<file path="src/rtl/router_pkg.sv">
// Shared types and constants for the router read-side drain engine.
package router_pkg;

    localparam int unsigned DATA_W      = 8;
    localparam int unsigned LEN_W       = 6;
    localparam int unsigned BUF_DEPTH   = 2;
    localparam int unsigned OCC_W       = 2;
    localparam int unsigned HDR_LEN_MSB = 7;
    localparam int unsigned HDR_LEN_LSB = 2;
    // Address field occupies header bits [HDR_ADDR:0]
    localparam int unsigned HDR_ADDR    = 1;

    typedef enum logic [1:0] {
        ST_IDLE     = 2'd0,
        ST_HDR_WAIT = 2'd1,
        ST_PAYLOAD  = 2'd2,
        ST_PARITY   = 2'd3
    } rx_state_e;

    // One stream byte with its packet markers
    typedef struct packed {
        logic [DATA_W-1:0] data;
        logic              sop;
        logic              eop;
        logic              err;
    } rx_beat_t;

endpackage

</file>
<file path="src/rtl/router_rx_skid.sv">
// Two-entry tagged output buffer; the head entry drives the stream directly.
module router_rx_skid
    import router_pkg::*;
(
    input  logic             clock,
    input  logic             resetn,
    input  logic             i_push,
    input  rx_beat_t         i_beat,
    input  logic             i_pop,
    output rx_beat_t         o_head,
    output logic             o_valid,
    output logic [OCC_W-1:0] o_occ_c
);

    rx_beat_t   r_slot0;
    rx_beat_t   r_slot1;
    logic [1:0] r_vld;
    logic       w_pop;

    assign w_pop   = i_pop & r_vld[0];
    assign o_head  = r_slot0;
    assign o_valid = r_vld[0];
    assign o_occ_c = OCC_W'(r_vld[0]) + OCC_W'(r_vld[1]);

    // Shift-register buffer: pop advances slot1 into slot0, push fills the first free slot
    always_ff @(posedge clock or negedge resetn) begin
        if (!resetn) begin
            r_slot0 <= '0;
            r_slot1 <= '0;
            r_vld   <= '0;
        end else begin
            case ({i_push, w_pop})
                2'b11: begin
                    if (r_vld[1]) begin
                        r_slot0 <= r_slot1;
                        r_slot1 <= i_beat;
                    end else begin
                        r_slot0 <= i_beat;
                    end
                end
                2'b01: begin
                    r_slot0 <= r_slot1;
                    r_vld   <= {1'b0, r_vld[1]};
                end
                2'b10: begin
                    if (!r_vld[0]) begin
                        r_slot0  <= i_beat;
                        r_vld[0] <= 1'b1;
                    end else begin
                        r_slot1  <= i_beat;
                        r_vld[1] <= 1'b1;
                    end
                end
                default: ;
            endcase
        end
    end

endmodule

</file>
<file path="src/rtl/router_rx_port.sv">
// Read-side drain engine for one router output port: reads the port FIFO,
// reassembles header/payload/parity, checks parity and address, counts packets.
// Optional mid-packet starvation abort is enabled by ROUTER_RX_TIMEOUT_EN.
module router_rx_port
    import router_pkg::*;
#(
    parameter logic [1:0]  PORT_ID = 2'd0,
    parameter int unsigned TIMEOUT = 32
) (
    input  logic              clock,
    input  logic              resetn,
    input  logic              vld_out,
    input  logic [DATA_W-1:0] data_out,
    output logic              read_enb,
    output logic [DATA_W-1:0] m_data,
    output logic              m_valid,
    input  logic              m_ready,
    output logic              m_sop,
    output logic              m_eop,
    output logic              m_err,
    output logic              pkt_done,
    output logic [15:0]       pkt_cnt,
    output logic [7:0]        err_cnt,
    output logic              timeout_err
);

    rx_state_e         r_state;
    rx_state_e         w_state_nxt;
    logic [LEN_W-1:0]  r_len;
    logic [LEN_W-1:0]  r_iss_cnt;
    logic [LEN_W-1:0]  r_arr_cnt;
    logic [DATA_W-1:0] r_par;
    logic              r_addr_bad;
    logic              r_inflight;
    logic              r_par_issued;
    logic              r_pkt_done;
    logic [15:0]       r_pkt_cnt;
    logic [7:0]        r_err_cnt;

    logic              w_pop;
    logic              w_credit;
    logic              w_rd_ok;
    logic              w_hdr_arr;
    logic              w_pay_arr;
    logic              w_par_arr;
    logic              w_timeout;
    logic              w_err_inc;
    rx_beat_t          w_beat;
    rx_beat_t          w_head;
    logic [OCC_W-1:0]  w_occ;

    // Output buffer
    router_rx_skid u_skid (
        .clock   (clock),
        .resetn  (resetn),
        .i_push  (r_inflight),
        .i_beat  (w_beat),
        .i_pop   (w_pop),
        .o_head  (w_head),
        .o_valid (m_valid),
        .o_occ_c (w_occ)
    );

    assign m_data   = w_head.data;
    assign m_sop    = w_head.sop;
    assign m_eop    = w_head.eop;
    assign m_err    = w_head.err;
    assign pkt_done = r_pkt_done;
    assign pkt_cnt  = r_pkt_cnt;
    assign err_cnt  = r_err_cnt;

    // Credit: buffered + outstanding - leaving must stay below the buffer depth
    assign w_pop    = m_valid & m_ready;
    assign w_credit = (3'(w_occ) + 3'(r_inflight)) < (3'(BUF_DEPTH) + 3'(w_pop));
    assign w_rd_ok  = vld_out & w_credit & resetn;

    // Classify the byte arriving this cycle (read issued last cycle)
    assign w_hdr_arr = r_inflight & (r_state == ST_HDR_WAIT);
    assign w_par_arr = r_inflight & (r_state == ST_PARITY) & (r_arr_cnt == r_len);
    assign w_pay_arr = r_inflight & ((r_state == ST_PAYLOAD) |
                                     ((r_state == ST_PARITY) & (r_arr_cnt != r_len)));

    assign w_beat.data = data_out;
    assign w_beat.sop  = w_hdr_arr;
    assign w_beat.eop  = w_par_arr;
    assign w_beat.err  = w_par_arr & ((data_out != r_par) | r_addr_bad);

`ifdef ROUTER_RX_TIMEOUT_EN
    localparam int unsigned TO_W = $clog2(TIMEOUT + 1);
    logic [TO_W-1:0] r_to_cnt;
    logic            r_timeout_err;
    logic            w_stall;

    assign w_stall     = ((r_state == ST_PAYLOAD) | (r_state == ST_PARITY)) &
                         ~vld_out & ~r_inflight;
    assign w_timeout   = w_stall & (r_to_cnt == TO_W'(TIMEOUT - 1));
    assign timeout_err = r_timeout_err;

    // Consecutive starved cycles inside a packet
    always_ff @(posedge clock or negedge resetn) begin
        if (!resetn) begin
            r_to_cnt      <= '0;
            r_timeout_err <= 1'b0;
        end else begin
            r_timeout_err <= w_timeout;
            if (w_stall && !w_timeout) r_to_cnt <= r_to_cnt + TO_W'(1);
            else                       r_to_cnt <= '0;
        end
    end
`else
    logic w_unused_timeout;
    assign w_unused_timeout = (TIMEOUT == 32'd0);
    assign w_timeout        = 1'b0;
    assign timeout_err      = 1'b0;
`endif

    // FSM state register
    always_ff @(posedge clock or negedge resetn) begin
        if (!resetn) r_state <= ST_IDLE;
        else         r_state <= w_state_nxt;
    end

    // Next-state and read strobe
    always_comb begin
        w_state_nxt = r_state;
        read_enb    = 1'b0;
        case (r_state)
            ST_IDLE: begin
                read_enb = w_rd_ok;
                if (w_rd_ok) w_state_nxt = ST_HDR_WAIT;
            end
            ST_HDR_WAIT: begin
                if (w_hdr_arr) begin
                    if (data_out[HDR_LEN_MSB:HDR_LEN_LSB] == '0) w_state_nxt = ST_PARITY;
                    else                                         w_state_nxt = ST_PAYLOAD;
                end
            end
            ST_PAYLOAD: begin
                read_enb = w_rd_ok;
                if (w_rd_ok && (r_iss_cnt == r_len - LEN_W'(1))) w_state_nxt = ST_PARITY;
            end
            ST_PARITY: begin
                read_enb = w_rd_ok & ~r_par_issued;
                if (w_par_arr) w_state_nxt = ST_IDLE;
            end
            default: w_state_nxt = ST_IDLE;
        endcase
        if (w_timeout) w_state_nxt = ST_IDLE;
    end

    assign w_err_inc = (w_par_arr & w_beat.err) | w_timeout;

    // Packet datapath: header fields, running parity, issue/arrival counts, statistics
    always_ff @(posedge clock or negedge resetn) begin
        if (!resetn) begin
            r_len        <= '0;
            r_iss_cnt    <= '0;
            r_arr_cnt    <= '0;
            r_par        <= '0;
            r_addr_bad   <= 1'b0;
            r_inflight   <= 1'b0;
            r_par_issued <= 1'b0;
            r_pkt_done   <= 1'b0;
            r_pkt_cnt    <= '0;
            r_err_cnt    <= '0;
        end else begin
            r_inflight <= read_enb;
            r_pkt_done <= w_par_arr;
            if (r_state != ST_PARITY) r_par_issued <= 1'b0;
            else if (read_enb)        r_par_issued <= 1'b1;
            if (w_hdr_arr) begin
                r_len      <= data_out[HDR_LEN_MSB:HDR_LEN_LSB];
                r_addr_bad <= (data_out[HDR_ADDR:0] != PORT_ID);
                r_par      <= data_out;
                r_iss_cnt  <= '0;
                r_arr_cnt  <= '0;
            end
            if (w_pay_arr) begin
                r_par     <= r_par ^ data_out;
                r_arr_cnt <= r_arr_cnt + LEN_W'(1);
            end
            if ((r_state == ST_PAYLOAD) && read_enb) r_iss_cnt <= r_iss_cnt + LEN_W'(1);
            if (w_par_arr) r_pkt_cnt <= r_pkt_cnt + 16'd1;
            if (w_err_inc && (r_err_cnt != 8'hFF)) r_err_cnt <= r_err_cnt + 8'd1;
        end
    end

endmodule

</file>
<file path="config.mk">
export PLATFORM = sky130hd
export DESIGN_NAME = router_rx_port
export DESIGN_NICKNAME = d
export VERILOG_FILES = /design/src/rtl/router_pkg.sv /design/src/rtl/router_rx_skid.sv /design/src/rtl/router_rx_port.sv
export SDC_FILE = /design/constraint.sdc
export NUM_CORES = 1
export LEC_CHECK = 0
export CORE_UTILIZATION = 55
export CTS_CLUSTER_SIZE = 8
export DETAILED_ROUTE_END_ITERATION = 7
export HOLD_SLACK_MARGIN = 0.15
export MAX_ROUTING_LAYER = met4
export PLACE_DENSITY = 0.79
export SYNTH_ARGS = -nofsm -noshare
export SYNTH_HDL_FRONTEND = slang
export SYNTH_SLANG_ARGS = --single-unit
export TNS_END_PERCENT = 1
</file>
<file path="constraint.sdc">
create_clock -name clock -period 6 [get_ports clock]
set_clock_uncertainty 0.1 [all_clocks]
set_input_delay 1.8 -clock clock [delete_from_list [all_inputs] [get_ports clock]]
set_output_delay 1.8 -clock clock [all_outputs]
set_load 0.02 [all_outputs]
</file>
# Yosys cells after proc, flatten, opt, wreduce, memory -nomap -nowiden
# Index checks and enable logic that the tools add are counted.
[word_totals] register_bits=80 latchBits=0 ramBits=0 rom_bits=0 output_inout_bits=39 word_cells=104 mem_count=0
[classes] add_sub_neg=8 multipliers=0 n_div=0 order_cmp=1 n_eq_ne=19 n_shift=0 n_mux=22 n_bitwise=16 n_reduce_logical=17
[op_table] cell="11-bit two-way mux" n=4
[op_table] cell="11-bit one-hot mux with 3 select lines" n=1
[op_table] cell="11-bit one-hot mux with 2 select lines" n=1
[op_table] cell="6-bit two-way mux" n=3
[op_table] cell="16-bit by 1-bit adder with 16-bit output, second input constant" n=1
[op_table] cell="8-bit two-way mux" n=2
[op_table] cell="6-bit by 1-bit adder with 6-bit output, second input constant" n=2
[op_table] cell="1-bit bitwise AND" n=12
[op_table] cell="6-bit == test" n=2
[op_table] cell="2-bit nonzero test" n=6
[op_table] cell="2-bit inequality test, second input constant" n=5
[op_table] cell="8-bit by 1-bit adder with 8-bit output, second input constant" n=1
[op_table] cell="2-bit == test, second input constant" n=4
[op_table] cell="2-bit two-way mux" n=4
[op_table] cell="8-bit inequality test" n=1
[op_table] cell="8-bit inequality test, second input constant" n=1
[op_table] cell="2-bit one-hot mux with 4 select lines" n=1
[op_table] cell="8-bit bitwise XOR" n=1
[op_table] cell="6-bit zero test" n=1
[op_table] cell="2-bit by 1-bit inequality test with 1-bit output, second input constant" n=3
[op_table] cell="6-bit inequality test" n=1
[op_table] cell="6-bit by 1-bit subtractor with 6-bit output, second input constant" n=1
[op_table] cell="2-bit by 1-bit == test with 1-bit output, second input constant" n=2
[op_table] cell="1-bit two-way mux" n=4
[op_table] cell="15 further kinds" n=19

# Logic depth before layout (Yosys ltp)
[depth] depth_word=9 mapped_depth=9 depth_no_buf=8

# Modules after synthesis
# A second synthesis with hierarchy kept.
[hier_totals] cells_unflattened=408 hier_area_um2=4383.0
[modules_own_cells] mod="router_rx_port" n_inst=1 cells_per_inst=300 area_per_inst_um2=3024.2
[modules_own_cells] mod="router_rx_skid" n_inst=1 cells_per_inst=108 area_per_inst_um2=1358.8

# Worst setup path after synthesis
# OpenSTA, ideal clock, no wires.
[synth_timing] kind="input to output" startpoint="input m_ready" endpoint="output read_enb" arrival_ns=2.968 t_required_ns=4.100 slack_ns=1.132 stages=3 path_buffers=0 path_cell_list="nand3b_1 -> a211oi_1 -> a21boi_0"
[synth_via] elab_chain_len=7
[synth_lines] element="start: declaration" line_no="router_rx_port.sv:17" rtl="input logic m_ready,"
[synth_lines] element="1-bit bitwise AND (*)" line_no="router_rx_port.sv:73" rtl="assign w_pop = m_valid & m_ready;"
[synth_lines] element="2-bit by 1-bit adder with 3-bit output (*)" line_no="router_rx_port.sv:74" rtl="assign w_credit = (3'(w_occ) + 3'(r_inflight)) < (3'(BUF_DEPTH) + 3'(w_pop));"
[synth_lines] element="3-bit less-than comparator (*)" line_no="router_rx_port.sv:74"
[synth_lines] element="1-bit bitwise AND (*) (2 in series)" line_no="router_rx_port.sv:75" rtl="assign w_rd_ok = vld_out & w_credit & resetn;"
[synth_lines] element="1-bit bitwise AND" line_no="router_rx_port.sv:143" rtl="read_enb = w_rd_ok & ~r_par_issued;"
[synth_lines] element="1-bit one-hot mux with 2 select lines (*)" line_no="router_rx_port.sv:127" rtl="case (r_state)"
[synth_lines] element="end: declaration" line_no="router_rx_port.sv:14" rtl="output logic read_enb,"
# Every way passes the cells marked *; elsewhere a longest branch is shown, timed or not.

# Worst setup path after layout
# Same ends and word-level chain as after synthesis.

==> flow_metrics.env <==
export IMPL_status="finished, final reports clean"
export IMPL_numCtsBuffers=9
export IMPL_post_cts_buffers=0
export IMPL_clk_pin_slew_ns=0.09
export IMPL_wirelength_um=8523
export IMPL_fin_crit_sh_pct=92.63
export IMPL_synth_area_um2=4220
export IMPL_cts_htree_levels=3
export IMPL_io_buffers=49
export IMPL_seq_area_frac_synth_pct=47.44
export IMPL_slew_headroom_pct=32.03
export IMPL_avgRoutedWirePerCell_um=15.25
export IMPL_setup_slack_ns=0.4420
export IMPL_first_pass_iters=4
export IMPL_cp_data_arrival_time_ns=3.66
export IMPL_clock_latency_ns=0.35
export IMPL_cp_end_kind="primary output"
export IMPL_crit_path_start_kind="primary input"
export IMPL_gp_congestion=0.7611
export IMPL_worst_path_buf_inv=2
export IMPL_pin_count=51
export IMPL_cts_sinks=80
export IMPL_initial_core_util_pct=57.57
export IMPL_required_ns=4.10
export IMPL_tightestPinTransition_ns=1.020
export IMPL_clockBufferDepth=2
export IMPL_num_rows=31
export IMPL_grt_pass1_vias=2933
export IMPL_crit_top_cell="clkdlybuf4s50_1"
export IMPL_final_common_cell="dfrtp_1"
export IMPL_setup_tns_ns=0
export IMPL_vias_per_cell=5.698
export IMPL_grt_overflow_total=0
export IMPL_ys_ff_latch=80
export IMPL_synth_cell_types=45
export IMPL_p_leak_nw=2.230
export IMPL_drc=0
export IMPL_grt_max_degree=81
export IMPL_drive_gt1_share_pct=9.348
export IMPL_hold_path_class="reg2reg"
export IMPL_power_density_nw_per_um2=427.1
export IMPL_crit_slowest_cell="clkdlybuf4s50_1"
export IMPL_synth_nets=436
export IMPL_fmax_ghz=0.1799
export IMPL_first_iter_violations=172
export IMPL_synth_edff_count=0
export IMPL_fp_dieW_um=89.60
export IMPL_most_common_layout_cells="80 x dfrtp_1, 48 x clkdlybuf4s50_1, 39 x nand2_1, 31 x xor2_1"
export IMPL_clock_root_buffer="clkbuf_8"
export IMPL_cts_resized_gates=0
export IMPL_grt_first_pass_wirelength_um=13840
export IMPL_coreArea_um2=7331
export IMPL_hpwl_um=5777
export IMPL_fin_crit_ns=5.558
export IMPL_antenna_found_initial=0
export IMPL_crit_chain="clkdlybuf4s50_1 > nand3b_1 > a211oi_1 > a21boi_0 > clkdlybuf4s50_1"
export IMPL_dieArea_um2=8027
export IMPL_setup_viol=0
export IMPL_setup_worst_path_class="in2out"
export IMPL_instances_no_fill=559
export IMPL_peakVddDrop_v=0.0002631
export IMPL_die_h_um=89.60
export IMPL_async_flop_share_pct=100.0
export IMPL_place_ws_ns=0.4195
export IMPL_area_growth_pct=19.21
export IMPL_synthCells=410
export IMPL_grt_use_total_pct=23.47
export IMPL_synth_ff_type="dfrtp_1"
export IMPL_ff2ff_setup_slack_ns=3.02
export IMPL_hold_violations=0
export IMPL_ys_warn_count=0
export IMPL_ant_nets=0
export IMPL_rsz0062_at_grt="no"
export IMPL_worstPathMaxFanout=2
export IMPL_cp_top_family="buffers and inverters"
export IMPL_antenna_cells=0
export IMPL_critPathMaxStageDelay_ns=0.65
export IMPL_synth_avg_cell_area_um2=10.29
export IMPL_cts_tree="yes"
export IMPL_cts_hold_buf=0
export IMPL_dp_cells=544
export IMPL_final_nets=482
export IMPL_final_max_slew_violation_count=0
export IMPL_vias=3185
export IMPL_cap_violations=0
through the flow:
stage	power (W)	hold WS, ns	cell area, µm²	util [%]
after global placement	0.001630	0.3565	4791	65.35
after detailed placement	0.001670	0.3638	4791	65.35
final	0.002149	0.3732	5031	68.63
after global routing	0.002291	0.4001	5031	68.63
after floorplan	0.001427	0.3505	4220	-
after CTS	0.002159	0.3760	5031	68.63
synth_stat cells, types with 2 or more instances:
| cell | number | area (µm²) |
|---|---|---|
| clkbuf_1 | 17 | 63.81 |
| mux2_2 | 18 | 202.7 |
| mux2i_1 | 9 | 90.09 |
| xor2_1 | 31 | 271.5 |
| nor2b_1 | 2 | 12.51 |
| o31ai_1 | 4 | 30.03 |
| a31oi_1 | 4 | 25.02 |
| nor3_1 | 16 | 80.08 |
| o21ai_0 | 20 | 100.1 |
| nand2b_1 | 3 | 18.77 |
| and3_1 | 4 | 25.02 |
| nor4_1 | 4 | 25.02 |
| o211ai_1 | 4 | 30.03 |
| a311oi_1 | 2 | 17.52 |
| xnor2_1 | 18 | 157.7 |
| o21a_1 | 2 | 15.01 |
| o2bb2ai_1 | 2 | 17.52 |
| nand3b_1 | 2 | 15.01 |
| a21oi_1 | 14 | 70.07 |
| nand2_1 | 39 | 146.4 |
| dfrtp_1 | 80 | 2002 |
| ha_1 | 13 | 162.7 |
| a221oi_1 | 9 | 78.83 |
| nand3_1 | 20 | 100.1 |
| inv_1 | 14 | 52.55 |
| a21o_1 | 8 | 60.06 |
| and2_1 | 2 | 12.51 |
| nand4_1 | 6 | 37.54 |
| a211oi_1 | 9 | 67.56 |
| nor2_1 | 19 | 71.32 |
per-layer routing:
layer / vias up / global-route usage, % / part of all wire [%]
li1: 1544 / - / -
met1: 1569 / 31.38 / 46
met2: 62 / 36.09 / 49
met3: 10 / 3.748 / 3.4
met4: 0 / 9.091 / 1.3
met5: - / - / 0
path summary, 6_finish.rpt:
path	endpoint	depth (start not counted)	startpoint
max in group asynchronous	r_par[2]	2	resetn
max reg2reg	r_iss_cnt[3]	8	u_skid.r_vld[1]
max	read_enb	5	m_ready
min reg2reg	pkt_cnt[15]	1	pkt_cnt[15]
min	pkt_cnt[15]	1	pkt_cnt[15]
min in group asynchronous	r_iss_cnt[3]	2	resetn
power breakdown:
part | leakage [nW] | internal, W | switching (W)
logic | 1.07 | 0.000378 | 0.000425
registers | 1.04 | 0.000690 | 0.000171
clock network | 0.120 | 0.000278 | 0.000207
total | 2.23 | 0.00135 | 0.000803
layout make-up:
| class | instances | area (µm²) |
|---|---|---|
| Multi-Input combinational cell | 297 | 2090 |
| Fill cell | 538 | 2300 |
| Sequential cell | 80 | 2002 |
| Timing Repair Buffer | 53 | 518.0 |
| Clock buffer | 9 | 123.9 |
| Clock inverter | 6 | 116.4 |
| Inverter | 15 | 57.56 |
| Tap cell | 99 | 123.9 |
cells by family after synthesis:
kind of cell / after synthesis / share of synthesized area (%)
muxes: 28 / 7.204
adders and majority gates: 14 / 4.329
and+or+nand+nor: 122 / 14.53
DFF: 80 / 47.44
AOI/OAI and AO/OA: 83 / 13.19
xor gates and xnor gates: 49 / 10.17
buffers and inverters: 33 / 3.054
other: 1 / 0.08886
flip-flops by register name (all words and copies together), names as in the netlist:
name	flops
r_iss_cnt	6
r_addr_bad	1
pkt_cnt	16
u_skid.r_vld	2
r_inflight	1
r_par_issued	1
r_par	8
r_len	6
err_cnt	8
u_skid.o_head	11
pkt_done	1
r_arr_cnt	6
r_state	2
u_skid.r_slot1	11
Note: power is estimated with default switching activity, not from simulation.
